<file path="config.mk">
export PLATFORM = sky130hd
export DESIGN_NAME = apb_requester
export DESIGN_NICKNAME = d
export VERILOG_FILES = /design/src/rtl/apb_pkg.sv /design/src/rtl/apb_requester.sv
export SDC_FILE = /design/constraint.sdc
export NUM_CORES = 1
export LEC_CHECK = 0
export BUFFER_PORTS_ARGS = -buffer_cell sky130_fd_sc_hd__buf_2
export CAP_MARGIN = 0
export CORE_UTILIZATION = 46
export DETAILED_ROUTE_END_ITERATION = 8
export PLACE_DENSITY_LB_ADDON = 0.3
export SYNTH_ARGS = -nofsm -noshare
export SYNTH_HDL_FRONTEND = slang
export SYNTH_SLANG_ARGS = --single-unit
</file>
<file path="constraint.sdc">
create_clock -name clock -period 2.2 [get_ports clock]
set_input_delay 0.22 -clock clock [delete_from_list [all_inputs] [get_ports clock]]
set_output_delay 0.22 -clock clock [all_outputs]
set_load 0.1 [all_outputs]
</file>
<file path="src/rtl/apb_pkg.sv">
// Shared definitions for the APB4 requester: FSM states, PPROT bit positions
// and the width of the per-transfer timeout counter.
package apb_pkg;

    typedef enum logic [1:0] {
        ST_IDLE   = 2'd0,
        ST_SETUP  = 2'd1,
        ST_ACCESS = 2'd2,
        ST_RESP   = 2'd3
    } state_e;

    localparam logic [2:0] PPROT_PRIV   = 3'b001;
    localparam logic [2:0] PPROT_NONSEC = 3'b010;
    localparam logic [2:0] PPROT_INSTR  = 3'b100;

    localparam int unsigned TO_CNT_W = 32;

endpackage : apb_pkg

</file>
<file path="src/rtl/apb_requester.sv">
// APB4 initiator: one valid/ready request becomes one APB transfer whose result
// is returned on a valid/ready response channel, with an optional wait timeout.
module apb_requester
    import apb_pkg::*;
#(
    parameter int unsigned TIMEOUT = 1024,
    parameter int unsigned ADDR_W  = 32,
    parameter int unsigned DATA_W  = 32
) (
    input  logic                clock,
    input  logic                reset,
    input  logic                req_valid,
    output logic                req_ready,
    input  logic [ADDR_W-1:0]   req_addr,
    input  logic                req_write,
    input  logic [DATA_W-1:0]   req_wdata,
    input  logic [DATA_W/8-1:0] req_wstrb,
    input  logic [2:0]          req_prot,
    output logic                resp_valid,
    input  logic                resp_ready,
    output logic [DATA_W-1:0]   resp_rdata,
    output logic                resp_err,
    output logic                resp_timeout,
    output logic [ADDR_W-1:0]   out_paddr,
    output logic                out_psel,
    output logic                out_penable,
    output logic [2:0]          out_pprot,
    output logic                out_pwrite,
    output logic [DATA_W-1:0]   out_pwdata,
    output logic [DATA_W/8-1:0] out_pstrb,
    input  logic                out_pready,
    input  logic [DATA_W-1:0]   out_prdata,
    input  logic                out_pslverr
);

    localparam int unsigned STRB_W = DATA_W / 8;
    localparam bit TO_EN = (TIMEOUT != 0);
    // Last ACCESS cycle index still allowed to wait; only meaningful when TO_EN.
    localparam logic [TO_CNT_W-1:0] TO_LAST = TO_CNT_W'(TIMEOUT - 1);

    state_e              state_q, state_d;
    logic [TO_CNT_W-1:0] cnt_q, cnt_d;
    logic [ADDR_W-1:0]   paddr_q, paddr_d;
    logic                psel_q, psel_d;
    logic                penable_q, penable_d;
    logic [2:0]          pprot_q, pprot_d;
    logic                pwrite_q, pwrite_d;
    logic [DATA_W-1:0]   pwdata_q, pwdata_d;
    logic [STRB_W-1:0]   pstrb_q, pstrb_d;
    logic                rvalid_q, rvalid_d;
    logic [DATA_W-1:0]   rdata_q, rdata_d;
    logic                rerr_q, rerr_d;
    logic                rto_q, rto_d;

    assign req_ready    = (state_q == ST_IDLE);
    assign resp_valid   = rvalid_q;
    assign resp_rdata   = rdata_q;
    assign resp_err     = rerr_q;
    assign resp_timeout = rto_q;
    assign out_paddr    = paddr_q;
    assign out_psel     = psel_q;
    assign out_penable  = penable_q;
    assign out_pprot    = pprot_q;
    assign out_pwrite   = pwrite_q;
    assign out_pwdata   = pwdata_q;
    assign out_pstrb    = pstrb_q;

    // Next-state logic for the transfer FSM, APB outputs, counter and response.
    always_comb begin
        state_d   = state_q;
        cnt_d     = cnt_q;
        paddr_d   = paddr_q;
        psel_d    = psel_q;
        penable_d = penable_q;
        pprot_d   = pprot_q;
        pwrite_d  = pwrite_q;
        pwdata_d  = pwdata_q;
        pstrb_d   = pstrb_q;
        rvalid_d  = rvalid_q;
        rdata_d   = rdata_q;
        rerr_d    = rerr_q;
        rto_d     = rto_q;
        case (state_q)
            ST_IDLE: begin
                if (req_valid) begin
                    state_d   = ST_SETUP;
                    cnt_d     = '0;
                    paddr_d   = req_addr;
                    pwrite_d  = req_write;
                    pprot_d   = req_prot;
                    pwdata_d  = req_write ? req_wdata : '0;
                    pstrb_d   = req_write ? req_wstrb : '0;
                    psel_d    = 1'b1;
                    penable_d = 1'b0;
                end else begin
                    state_d = ST_IDLE;
                end
            end
            ST_SETUP: begin
                state_d   = ST_ACCESS;
                penable_d = 1'b1;
            end
            ST_ACCESS: begin
                // A ready slave wins over a timeout landing in the same cycle.
                if (out_pready) begin
                    state_d   = ST_RESP;
                    psel_d    = 1'b0;
                    penable_d = 1'b0;
                    rvalid_d  = 1'b1;
                    rdata_d   = pwrite_q ? '0 : out_prdata;
                    rerr_d    = out_pslverr;
                    rto_d     = 1'b0;
                end else if (TO_EN && (cnt_q == TO_LAST)) begin
                    state_d   = ST_RESP;
                    psel_d    = 1'b0;
                    penable_d = 1'b0;
                    rvalid_d  = 1'b1;
                    rdata_d   = '0;
                    rerr_d    = 1'b1;
                    rto_d     = 1'b1;
                end else if (cnt_q != {TO_CNT_W{1'b1}}) begin
                    cnt_d = cnt_q + TO_CNT_W'(1);
                end else begin
                    cnt_d = cnt_q;
                end
            end
            ST_RESP: begin
                if (resp_ready) begin
                    state_d  = ST_IDLE;
                    rvalid_d = 1'b0;
                end else begin
                    state_d = ST_RESP;
                end
            end
            default: begin
                state_d   = ST_IDLE;
                psel_d    = 1'b0;
                penable_d = 1'b0;
                rvalid_d  = 1'b0;
            end
        endcase
    end

    // State and output registers; reset abandons any transfer in flight.
    always_ff @(posedge clock or negedge reset) begin
        if (!reset) begin
            state_q   <= ST_IDLE;
            cnt_q     <= '0;
            paddr_q   <= '0;
            psel_q    <= 1'b0;
            penable_q <= 1'b0;
            pprot_q   <= 3'b000;
            pwrite_q  <= 1'b0;
            pwdata_q  <= '0;
            pstrb_q   <= '0;
            rvalid_q  <= 1'b0;
            rdata_q   <= '0;
            rerr_q    <= 1'b0;
            rto_q     <= 1'b0;
        end else begin
            state_q   <= state_d;
            cnt_q     <= cnt_d;
            paddr_q   <= paddr_d;
            psel_q    <= psel_d;
            penable_q <= penable_d;
            pprot_q   <= pprot_d;
            pwrite_q  <= pwrite_d;
            pwdata_q  <= pwdata_d;
            pstrb_q   <= pstrb_d;
            rvalid_q  <= rvalid_d;
            rdata_q   <= rdata_d;
            rerr_q    <= rerr_d;
            rto_q     <= rto_d;
        end
    end

endmodule : apb_requester
</file>
==> run summary <==
GP Congestion -> 0.917
largest stage delay on the critical path -> 0.43 ns
final clock skew -> 0.0128 ns
WL per Instance -> 16.3 um
vias post-DR -> 5,903
share of cells above drive strength 1 -> 0.389
CP endpoint kind -> register
Root Driver -> clkbuf_16
Tmin final -> 2.15 ns
final hold vios -> 0
critical path cell sequence -> nor4_1 -> nand4_1 -> o21ai_2 -> nor2_1 -> a221o_1
ys async rst share -> 1.00
Non-Filler Instances -> 1,078
Worst Path Max Fanout -> 6
placed wire-length estimate -> 12.3 mm
number of synthesized flops with an enable pin -> 0
outcome -> finished clean
Cell Area, Synth -> 6480 sq um
Total GRT Usage -> 0.249
DR iter-0 viols -> 402
Core Area -> 13,800 sq um
most numerous cell in the Yosys netlist -> dfrtp_1
post-synth top area cell -> dfrtp_1
clk slew on worst S/H paths -> 0.06 ns
Initial Utilization -> 0.469
post-synthesis sequential area ratio -> 0.552
H-tree depth -> 4
largest net degree at the start of global routing -> 53
# setup viols final -> 0
Vias/cell -> 5.48
Die X -> 121 um
worst-margin pin slew -> 0.705 ns
Synth Net Count -> 752
Hold Path Class -> input port to register
worst rel slew slack -> 0.528
crit share post-route -> 0.977
post-placement cell count -> 1,043
IO buf count -> 219
drt first pass iters -> 5
CP Class -> register to register
Ant. Diodes -> 0
Area contributors post-synth -> dfrtp_1 55%, mux2_2 6.3%, o21ai_0 6.0%
cell row count -> 43
Area Overhead vs Synth -> 33.6%
Final TNS setup -> 0 ns
Post-synth top flop -> dfrtp_1
Post-route DRC -> 0
Ys Warns -> 0
Antenna Nets Post-Route -> 0
top post-synthesis cells by count -> 143 x dfrtp_1, 97 x nand2_1, 78 x o21ai_0, 38 x inv_1, 36 x mux2_2
RSZ-0062 raised after global routing -> false
largest buffer count on any clock path -> 2
Fmax -> 465 MHz
# fillers -> 1,135
flops & latches, synth -> 143
I/O Pins -> 220
post-synth top area share -> 0.552
first-pass GRT wire length -> 28.4 mm
Clock Latency Late Sink -> 0.43 ns
GRT Residual Overflow -> 0
initial antenna violation count -> 0
Die ar. -> 14,600 sq um
WP data required -> 2.50 ns
CTS Sinks -> 143
vias in the first global route -> 5,671
syn_area_per_cell -> 10.1 sq um
CP arrival -> 2.45 ns
synthesized instance count -> 641
Distinct cells, synth -> 52
Hold Slack -> 0.0213 ns
final wirelength -> 17.5 mm
max_cap viols -> 0
Layout Nets -> 996
Num CTS Buffers -> 17
TritonCTS clock tree -> done
Die Y -> 121 um
crit start category -> register
max-slew violations -> 0
Worst path slowest cell -> dfrtp_1
==> critical path: cells and delay by family (launching register included) <==
kind | cells | cell delay [ns]
simple gates | 3 | 0.92
compound gates | 2 | 0.68
flops | 1 | 0.43
==> state kept, by name, summed over array words and instances, names as in the netlist <==
register,cells
out_pstrb,4
state_q,2
resp_valid,1
out_paddr,32
resp_rdata,32
out_penable,1
resp_timeout,1
out_pprot,3
out_pwrite,1
out_psel,1
resp_err,1
cnt_q,32
out_pwdata,32
==> per-layer routing <==
metal | part of all wire | vias to the layer above | routed length, um | GRT usage
met5 | 0 | - | 0 | 0
met3 | 0.090 | 28 | 1570 | 0.0722
li1 | - | 2791 | - | -
met4 | 0.017 | 0 | 293 | 0.0880
met1 | 0.42 | 2807 | 7410 | 0.327
met2 | 0.47 | 277 | 8260 | 0.393
==> kinds of logic (layout without fill, tap and decap cells) <==
kind of cell,Yosys count,in the layout,share of synthesized area
adders and majority gates,1,1,0.00193
AOI/OAI and AO/OA,144,144,0.137
and+or+nand+nor,232,232,0.193
DFF,143,143,0.552
buffers and inverters,84,341,0.0519
muxes,37,37,0.0642
==> area by class of cell <==
type,instances,area (sq um),share of cell area
tap,180,225,0.0260
clock inverter,13,130,0.0150
multi-input combinational,414,2600,0.300
timing repair buffer,271,1550,0.178
inverter,38,143,0.0165
sequential,143,3580,0.413
clock buffer,19,443,0.0511
==> stage by stage <==
step | utilization | instance area [sq um] | setup WS (ns)
after global routing | 0.626 | 8660 | 0.0128
after detailed placement | 0.582 | 8050 | 0.0833
after floorplan | - | 6490 | 0.00378
final | 0.626 | 8660 | 0.0514
after CTS | 0.624 | 8630 | 0.0573
after global placement | 0.582 | 8050 | 0.0348
==> path summary, 6_finish.rpt <==
check | start | to | slack (ns) | depth (start not counted)
worst min-delay path | out_pslverr | resp_err$_DFFE_PN0P_ | 0.02 | 2
worst max-delay path | cnt_q[26]$_DFFE_PN0P_ | cnt_q[25]$_DFFE_PN0P_ | 0.05 | 5
max in group asynchronous | reset | resp_rdata[2]$_DFFE_PN0P_ | 1.22 | 3
worst max register to register | cnt_q[26]$_DFFE_PN0P_ | cnt_q[25]$_DFFE_PN0P_ | 0.05 | 5
min in group asynchronous | reset | cnt_q[8]$_DFFE_PN0P_ | 0.34 | 2
worst min register to register | out_pwdata[24]$_DFFE_PN0P_ | out_pwdata[24]$_DFFE_PN0P_ | 0.48 | 2
==> timing repair <==
item,CTS,global route
hold buffers,1,0
endpoints found under the hold margin,49,0
setup endpoints to repair,0,16
buffers inserted,0,2
resized for setup,0,1
==> cell usage in the layout, fill, tap and decap left out, types with 5 or more instances in the layout <==
cell / netlist / final
nand2_1: 97 / 96
nor3_1: 10 / 10
nand4_1: 17 / 17
nand4b_1: 32 / 32
nand3_1: 20 / 20
buf_2: 7 / 218
buf_4: 1 / 47
inv_1: 38 / 38
nor4_1: 10 / 10
mux2_2: 36 / 36
o21ai_0: 78 / 78
and3_1: 10 / 10
dfrtp_1: 143 / 143
clkinvlp_4: 0 / 5
clkbuf_16: 0 / 17
nor2_1: 17 / 16
a31oi_1: 20 / 20
Power is left out: the tool's default activity adds up to more than one toggle a clock period on the data nets, which glitch-free logic cannot reach.
